===== src/rtl/shift_register_universal_pkg.sv =====
// Shared mode encoding for the universal shift register and its helpers.
package shift_pkg;

    typedef enum logic [2:0] {
        SHL = 3'b000,
        SHR = 3'b001,
        ROL = 3'b010,
        ROR = 3'b011,
        ASR = 3'b100
    } shift_mode_e;

    // Encodings at or above this value are reserved and flagged as errors.
    localparam logic [2:0] MODE_RSVD_MIN = 3'd5;

endpackage


===== src/rtl/shift_register_universal_frame_counter.sv =====
// Saturating frame counter with a sticky done flag, cleared by clr or rst.
module shift_frame_counter #(
    parameter int unsigned MAX   = 8,
    parameter int unsigned CNT_W = $clog2(MAX + 1)
) (
    input  logic             clk,
    input  logic             rst,
    input  logic             clr,
    input  logic             inc,
    output logic [CNT_W-1:0] cnt,
    output logic             done
);

    localparam logic [CNT_W-1:0] CNT_MAX = CNT_W'(MAX);

    always_ff @(posedge clk) begin
        if (rst || clr) begin
            cnt  <= '0;
            done <= 1'b0;
        end else if (inc) begin
            if (cnt != CNT_MAX)
                cnt <= cnt + 1'b1;
            // done rises together with the increment that reaches MAX.
            if (cnt >= CNT_MAX - 1'b1)
                done <= 1'b1;
        end
    end

endmodule


===== src/rtl/shift_register_universal.sv =====
// Parametrised universal shift register (SHL/SHR/ROL/ROR/ASR) with frame counter.
// Optional registered parity output enabled by `define SHIFT_REG_PARITY_EN.
module shift_register_universal
    import shift_pkg::*;
#(
    parameter int unsigned WIDTH = 8,
    parameter int unsigned STEP  = 1,
    parameter int unsigned CNT_W = $clog2(WIDTH / STEP + 1)
) (
    input  logic             clk,
    input  logic             rst,
    input  logic             load,
    input  logic             shift_en,
    input  logic [2:0]       mode,
    input  logic [STEP-1:0]  serial_in_lo,
    input  logic [STEP-1:0]  serial_in_hi,
    input  logic [WIDTH-1:0] parallel_in,
    output logic [WIDTH-1:0] q,
    output logic [STEP-1:0]  serial_out_hi,
    output logic [STEP-1:0]  serial_out_lo,
    output logic [CNT_W-1:0] shift_cnt,
    output logic             done,
    output logic             err
`ifdef SHIFT_REG_PARITY_EN
    ,
    output logic             parity
`endif
);

    localparam int unsigned FRAME = WIDTH / STEP;

    generate
        if (WIDTH < 2 || STEP < 1 || STEP >= WIDTH || (WIDTH % STEP) != 0) begin : g_param_check
            $error("shift_register_universal: illegal WIDTH/STEP combination");
        end
    endgenerate

    logic [WIDTH-1:0] q_next;
    logic             err_next;
    logic             inc;

    always_comb begin
        q_next   = q;
        err_next = 1'b0;
        inc      = 1'b0;
        if (load) begin
            q_next = parallel_in;
        end else if (shift_en) begin
            inc = (mode < MODE_RSVD_MIN);
            case (mode)
                SHL:     q_next = {q[WIDTH-1-STEP:0], serial_in_lo};
                SHR:     q_next = {serial_in_hi, q[WIDTH-1:STEP]};
                ROL:     q_next = {q[WIDTH-1-STEP:0], q[WIDTH-1 -: STEP]};
                ROR:     q_next = {q[STEP-1:0], q[WIDTH-1:STEP]};
                ASR:     q_next = {{STEP{q[WIDTH-1]}}, q[WIDTH-1:STEP]};
                default: err_next = 1'b1;
            endcase
        end
    end

    always_ff @(posedge clk) begin
        if (rst) begin
            q   <= '0;
            err <= 1'b0;
        end else begin
            q   <= q_next;
            err <= err_next;
        end
    end

`ifdef SHIFT_REG_PARITY_EN
    always_ff @(posedge clk) begin
        if (rst)
            parity <= 1'b0;
        else
            parity <= ^q_next;
    end
`endif

    shift_frame_counter #(
        .MAX   (FRAME),
        .CNT_W (CNT_W)
    ) u_frame_counter (
        .clk  (clk),
        .rst  (rst),
        .clr  (load),
        .inc  (inc),
        .cnt  (shift_cnt),
        .done (done)
    );

    assign serial_out_hi = q[WIDTH-1 -: STEP];
    assign serial_out_lo = q[STEP-1:0];

endmodule


===== config.mk =====
export PLATFORM = sky130hd
export DESIGN_NAME = shift_register_universal
export DESIGN_NICKNAME = d
export VERILOG_FILES = /design/src/rtl/shift_register_universal_pkg.sv /design/src/rtl/shift_register_universal_frame_counter.sv /design/src/rtl/shift_register_universal.sv
export SDC_FILE = /design/constraint.sdc
export NUM_CORES = 1
export LEC_CHECK = 0
export ABC_AREA = 1
export CORE_ASPECT_RATIO = 1.4
export CORE_MARGIN = 2
export CORE_UTILIZATION = 35
export CTS_CLUSTER_SIZE = 12
export DETAILED_ROUTE_END_ITERATION = 10
export PLACE_DENSITY = 0.66
export SKIP_CTS_REPAIR_TIMING = 1
export SYNTH_ARGS = -nofsm -noshare
export SYNTH_HDL_FRONTEND = slang
export SYNTH_SLANG_ARGS = --single-unit

===== constraint.sdc =====
create_clock -name clk -period 2.7 [get_ports clk]
set_input_delay 0.405 -clock clk [delete_from_list [all_inputs] [get_ports clk]]
set_output_delay 0.405 -clock clk [all_outputs]
set_load 0.01 [all_outputs]

== After elaboration in Yosys (flattened, before gate mapping) ==
Cells that the tools add are included.

* Bitwise logic cells: 1
* Muxes and demuxes: 6
* Order comparisons: 2
* Equality and inequality tests: 6
* $add $sub $neg: 1
* Reduce and logical (&&, ||, !) cells: 11

{| class="wikitable"
|+ Operators by type and width
! cell !! number
|-
| 8-bit case mux with 5 select lines || 1
|-
| 8-bit 2-to-1 mux || 2
|-
| 3-bit by 2-bit equality test with 1-bit output (second input constant) || 2
|-
| 2-bit AND reduction || 3
|-
| 6-bit nonzero test || 1
|-
| 5-bit nonzero test || 1
|-
| 5-bit OR reduction || 1
|-
| 4-bit by 1-bit adder with 4-bit output (second input constant) || 1
|-
| 4-bit by 3-bit >= comparator with 1-bit output (second input constant) || 1
|-
| 4-bit != test (second input constant) || 1
|-
| 3-bit by 1-bit equality test with 1-bit output (second input constant) || 1
|-
| 3-bit equality test (second input constant) || 1
|-
| 3-bit zero test || 1
|-
| 3-bit less-than comparator (second input constant) || 1
|-
| 1-bit 2-to-1 mux || 3
|-
| 3-bit AND reduction || 1
|-
| 3-bit OR reduction || 1
|-
| 2-bit != test (second input constant) || 1
|-
| 2-bit nonzero test || 1
|-
| 1-bit logical OR || 1
|-
| 1-bit inverter || 1
|}

* Input port bits: 17
* Output and inout bits: 16
* Register bits: 14

== Longest topological paths before layout ==
* Depth in word-level cells: 4
* Gate-level depth with buffers: 7

== Hierarchy ==
A second synthesis with hierarchy kept.

* Cells, all modules: 141
* Area, all modules: 877.1 µm²

{| class="wikitable"
|+ By module, submodules not included
! module !! cells each !! area an instance (µm²) !! times used
|-
| shift_register_universal || 100 || 601.8 || 1
|-
| shift_frame_counter || 41 || 275.3 || 1
|}

== Worst setup path after synthesis ==
No wires, ideal clock.

* Kind: register -> register
* Start point: register u_frame_counter.cnt[0]
* End point: register u_frame_counter.cnt[0]
* Cell stages (with the launch flop): 7
* Data required time: 2580 ps
* Library setup time: 120 ps
* Arrival time: 1074 ps
* Setup slack: 1506 ps
* Buffers on the path: 0
* Cell sequence: dfxtp_1 -> inv_1 -> ha_1 -> nand2_1 -> nand4_1 -> nand2_1 -> a21oi_1

* Longest elaborated chain between the ends: 2
* Elaborated cells between the ends (all ways): 3

{| class="wikitable"
|+ Ends and longest elaborated chain
! element !! RTL line !! source
|-
| from (decl) || shift_register_universal_frame_counter.sv:10 || <nowiki>output logic [CNT_W-1:0] cnt,</nowiki>
|-
| from (signal assigned) || shift_register_universal_frame_counter.sv:22 || <nowiki>cnt <= cnt + 1'b1;</nowiki>
|-
| branches (longest 2 deep; another with 4-bit by 1-bit adder with 4-bit output) || -- ||
|}

Parallel ways; which one is timed is not known.
A chain may end at the register's enable or synchronous reset.

== Worst setup path after layout ==
* Start point: register u_frame_counter.cnt[2]
* End point: output port shift_cnt[2]

{| class="wikitable"
|+ RTL lines
! element !! RTL line !! source
|-
| to (decl) || shift_register_universal.sv:21 || <nowiki>output logic [CNT_W-1:0] shift_cnt,</nowiki>
|}

No word-level cell between the ends.

==> summary.md <==
| Metric | Value |
|---|---|
| Crit path kind | reg -> out |
| Mapped Nets | about 160 |
| Total gr overflow | 0 |
| Fmax | roughly 580 MHz |
| First-pass GRT wire length | between 4000 and 5000 µm |
| Largest family of logic cells by synthesized area | simple AND/OR/NAND/NOR gates |
| DRT Wirelength | roughly 2500 µm |
| Hold Vio Cnt, Final | 0 |
| Clock Skew | a little under 0.004 ns |
| DRT antenna net count | 0 |
| Min-Delay Startpoint | u_frame_counter.done |
| Delay-heaviest family, CP | buffers and inverters |
| DRC | 0 |
| Io pins | 33 |
| Warnings from Yosys | 0 |
| Final GP Congestion | about 0.82 |
| Setup TNS | 0 ns |
| H-tree levels | 1 |
| Max Buffers Root-to-Sink | 2 |
| Synthesized area | 885.9 µm² |
| CP max stage delay | approximately 0.58 ns |
| RSZ-0062 raised after global routing | false |
| Port-buffer cells | 32 |
| Vias in the first global route | 993 |
| Cell row count | 21 |
| Commonest non-fill, non-tap cell in the layout | nand2_1 |
| Routed length per instance | roughly 12 µm |
| Arr. time, crit path | approximately 1.3 ns |
| Routed via count | approximately 1000 |
| Clock Pin Slew Worst Setup and Hold Paths | 0.09 ns |
| Post-synthesis adder-cell area fraction | 0.02825 |
| Commonest non-fill, non-tap cells in the layout | nand2_1 (37), clkdlybuf4s50_1 (32), nand3_1 (25) |
| CTS Sinks | 14 |
| Min-Delay Path Class | reg -> reg |
| Cts bufs inserted | 3 |
| Crit start category | register |
| Yosys reg bits | 14 |
| Area Growth Syn to Fin | 42.51% |
| Static leakage | about 0.53 nW |
| Slew Limit Fails | 0 |
| Starting Density | 0.3705 |
| Reg2Reg Launch Point | u_frame_counter.cnt[0] |
| Ant diodes | 0 |
| VDD IR max | between 0.2 and 0.3 mV |
| DIE WIDTH | approximately 47 µm |
| DIE AREA | slightly below 3000 µm² |
| Crit path from | u_frame_counter.cnt[2] |
| Initial DRC count | 39 |
| Final critical-path required period | 1.713 ns |
| Worst slew pin tran | roughly 0.53 ns |
| Cell count after synthesis | 140 |
| Share of layout cells above drive strength 1 | 0.05202 |
| Critical path required time | between 2 and 2.5 ns |
| Setup-failing EPs final | 0 |
| Pre-Repair DR Iteration Count | 4 |
| Core area | between 2000 and 2500 µm² |
| Critical Path End Type | output pin |
| Cells after DPL | just over 200 |
| Nets | around 190 |
| Slew margin rel. | 0.6425 |
| Yosys cell types | 19 |
| Status | completed |
| Critical Path Fanout Max | 6 |
| Post-Synth Simple-Gate Area | 0.4181 |
| Post-Synth XOR/XNOR Area | 0.01977 |
| Sequential share of the synthesized area | 0.3164 |
| Clk_lat worst skew | 0.29 ns |
| Finished Layout Cells | 207 |
| Root Driver | clkbuf_4 |
| Mux cell area share after synthesis | 0 |
| Antenna violations before repair | 0 |
| Crit path cell chain | clkdlybuf4s50_1 |
| Vias per cell | roughly 5.1 |
| CTS tree | done |
| Compound-Gate Fraction of Synth Area | 0.1243 |
| Final worst path period share | 0.6346 |
| Max-cap viol count | 0 |
| Detailed placement HPWL | 1922 µm |
| Die outline height | between 60 and 70 µm |
| All-Layer GR Usage | 0.1878 |
| Power Density | 402.7 nW/µm² |
| Slowest stage cell, crit path | clkdlybuf4s50_1 |
| Worst Path Buf+Inv | 1 |
| Largest net degree at the start of global routing | 12 |
| Mean area per synthesized cell | 6.328 µm² |
==> where the power goes <==
group          total [W]  switching (W)  internal (W)  leakage, nW
clock network   0.000159      0.0000773     0.0000822       0.0210
registers       0.000226      0.0000105      0.000216        0.115
logic           0.000123      0.0000621     0.0000608        0.396
==> synthesized netlist by cell type <==
| cell | number | area share |
|---|---|---|
| inv_1 | 16 | 0.068 |
| or2_2 | 1 | 0.0071 |
| nand4_1 | 1 | 0.0071 |
| xor2_1 | 2 | 0.020 |
| nand2_2 | 1 | 0.0071 |
| dfxtp_1 | 14 | 0.32 |
| nor2_2 | 1 | 0.0071 |
| ha_1 | 2 | 0.028 |
| o21ai_0 | 5 | 0.028 |
| nor3_4 | 1 | 0.018 |
| a21oi_1 | 13 | 0.073 |
| nor2_4 | 1 | 0.013 |
| nand2_1 | 37 | 0.16 |
| a22oi_1 | 2 | 0.017 |
| nor3_1 | 1 | 0.0056 |
| nor2_1 | 13 | 0.055 |
| nand3_1 | 25 | 0.14 |
| buf_4 | 3 | 0.025 |
| o21ai_1 | 1 | 0.0056 |
==> state kept, by name, summed over array words and instances (netlist names) <==
name	cells
err	1
q	8
u_frame_counter.done	1
u_frame_counter.cnt	4
==> metal layers <==
metal	vias to the layer above	GRT usage	share of wire
met3	5	0.02865	0.055
met1	476	0.2172	0.41
met4	0	0.08214	0.016
li1	522	-	-
met5	-	0	0
met2	44	0.3212	0.52
==> final timing paths <==
check / to / slack, ns / cells after the start
min reg2reg: u_frame_counter.done / 0.45 / 2
max: shift_cnt[2] / 0.99 / 1
min: u_frame_counter.done / 0.45 / 2
max reg2reg: u_frame_counter.cnt[2] / 1.33 / 6
==> metrics by stage <==
| step | utilization | instance area [µm²] | hold WS, ns | total power (W) | worst slack [ns] |
|---|---|---|---|---|---|
| floorplan | - | 885.9 | 0.4740 | 0.0002916 | 1.506 |
| global placement | 0.5128 | 1226 | 0.4441 | 0.0003516 | 0.8047 |
| detailed placement | 0.5128 | 1226 | 0.4463 | 0.0003528 | 0.7500 |
| CTS | 0.5280 | 1262 | 0.4597 | 0.0005083 | 0.9705 |
| global route | 0.5280 | 1262 | 0.4657 | 0.0005284 | 0.9346 |
| finish | 0.5280 | 1262 | 0.4544 | 0.0005084 | 0.9866 |
==> cell families (layout without fill, tap and decap cells) <==
family	after synthesis	count (layout)
AND/OR/NAND/NOR	82	82
AO/OA/AOI/OAI	21	21
buffers and inverters	19	52
flip-flops	14	14
adder cells (fa/ha/maj)	2	2
XOR/XNOR	2	2
==> final cells by class <==
type / count / area [µm²]
fill: 247 / 1129
multi-input combinational: 107 / 523.0
timing repair buffer: 32 / 320.3
sequential: 14 / 280.3
inverter: 16 / 60.06
tap: 34 / 42.54
clock buffer: 4 / 36.28
Power figures use the tool's default switching activity.
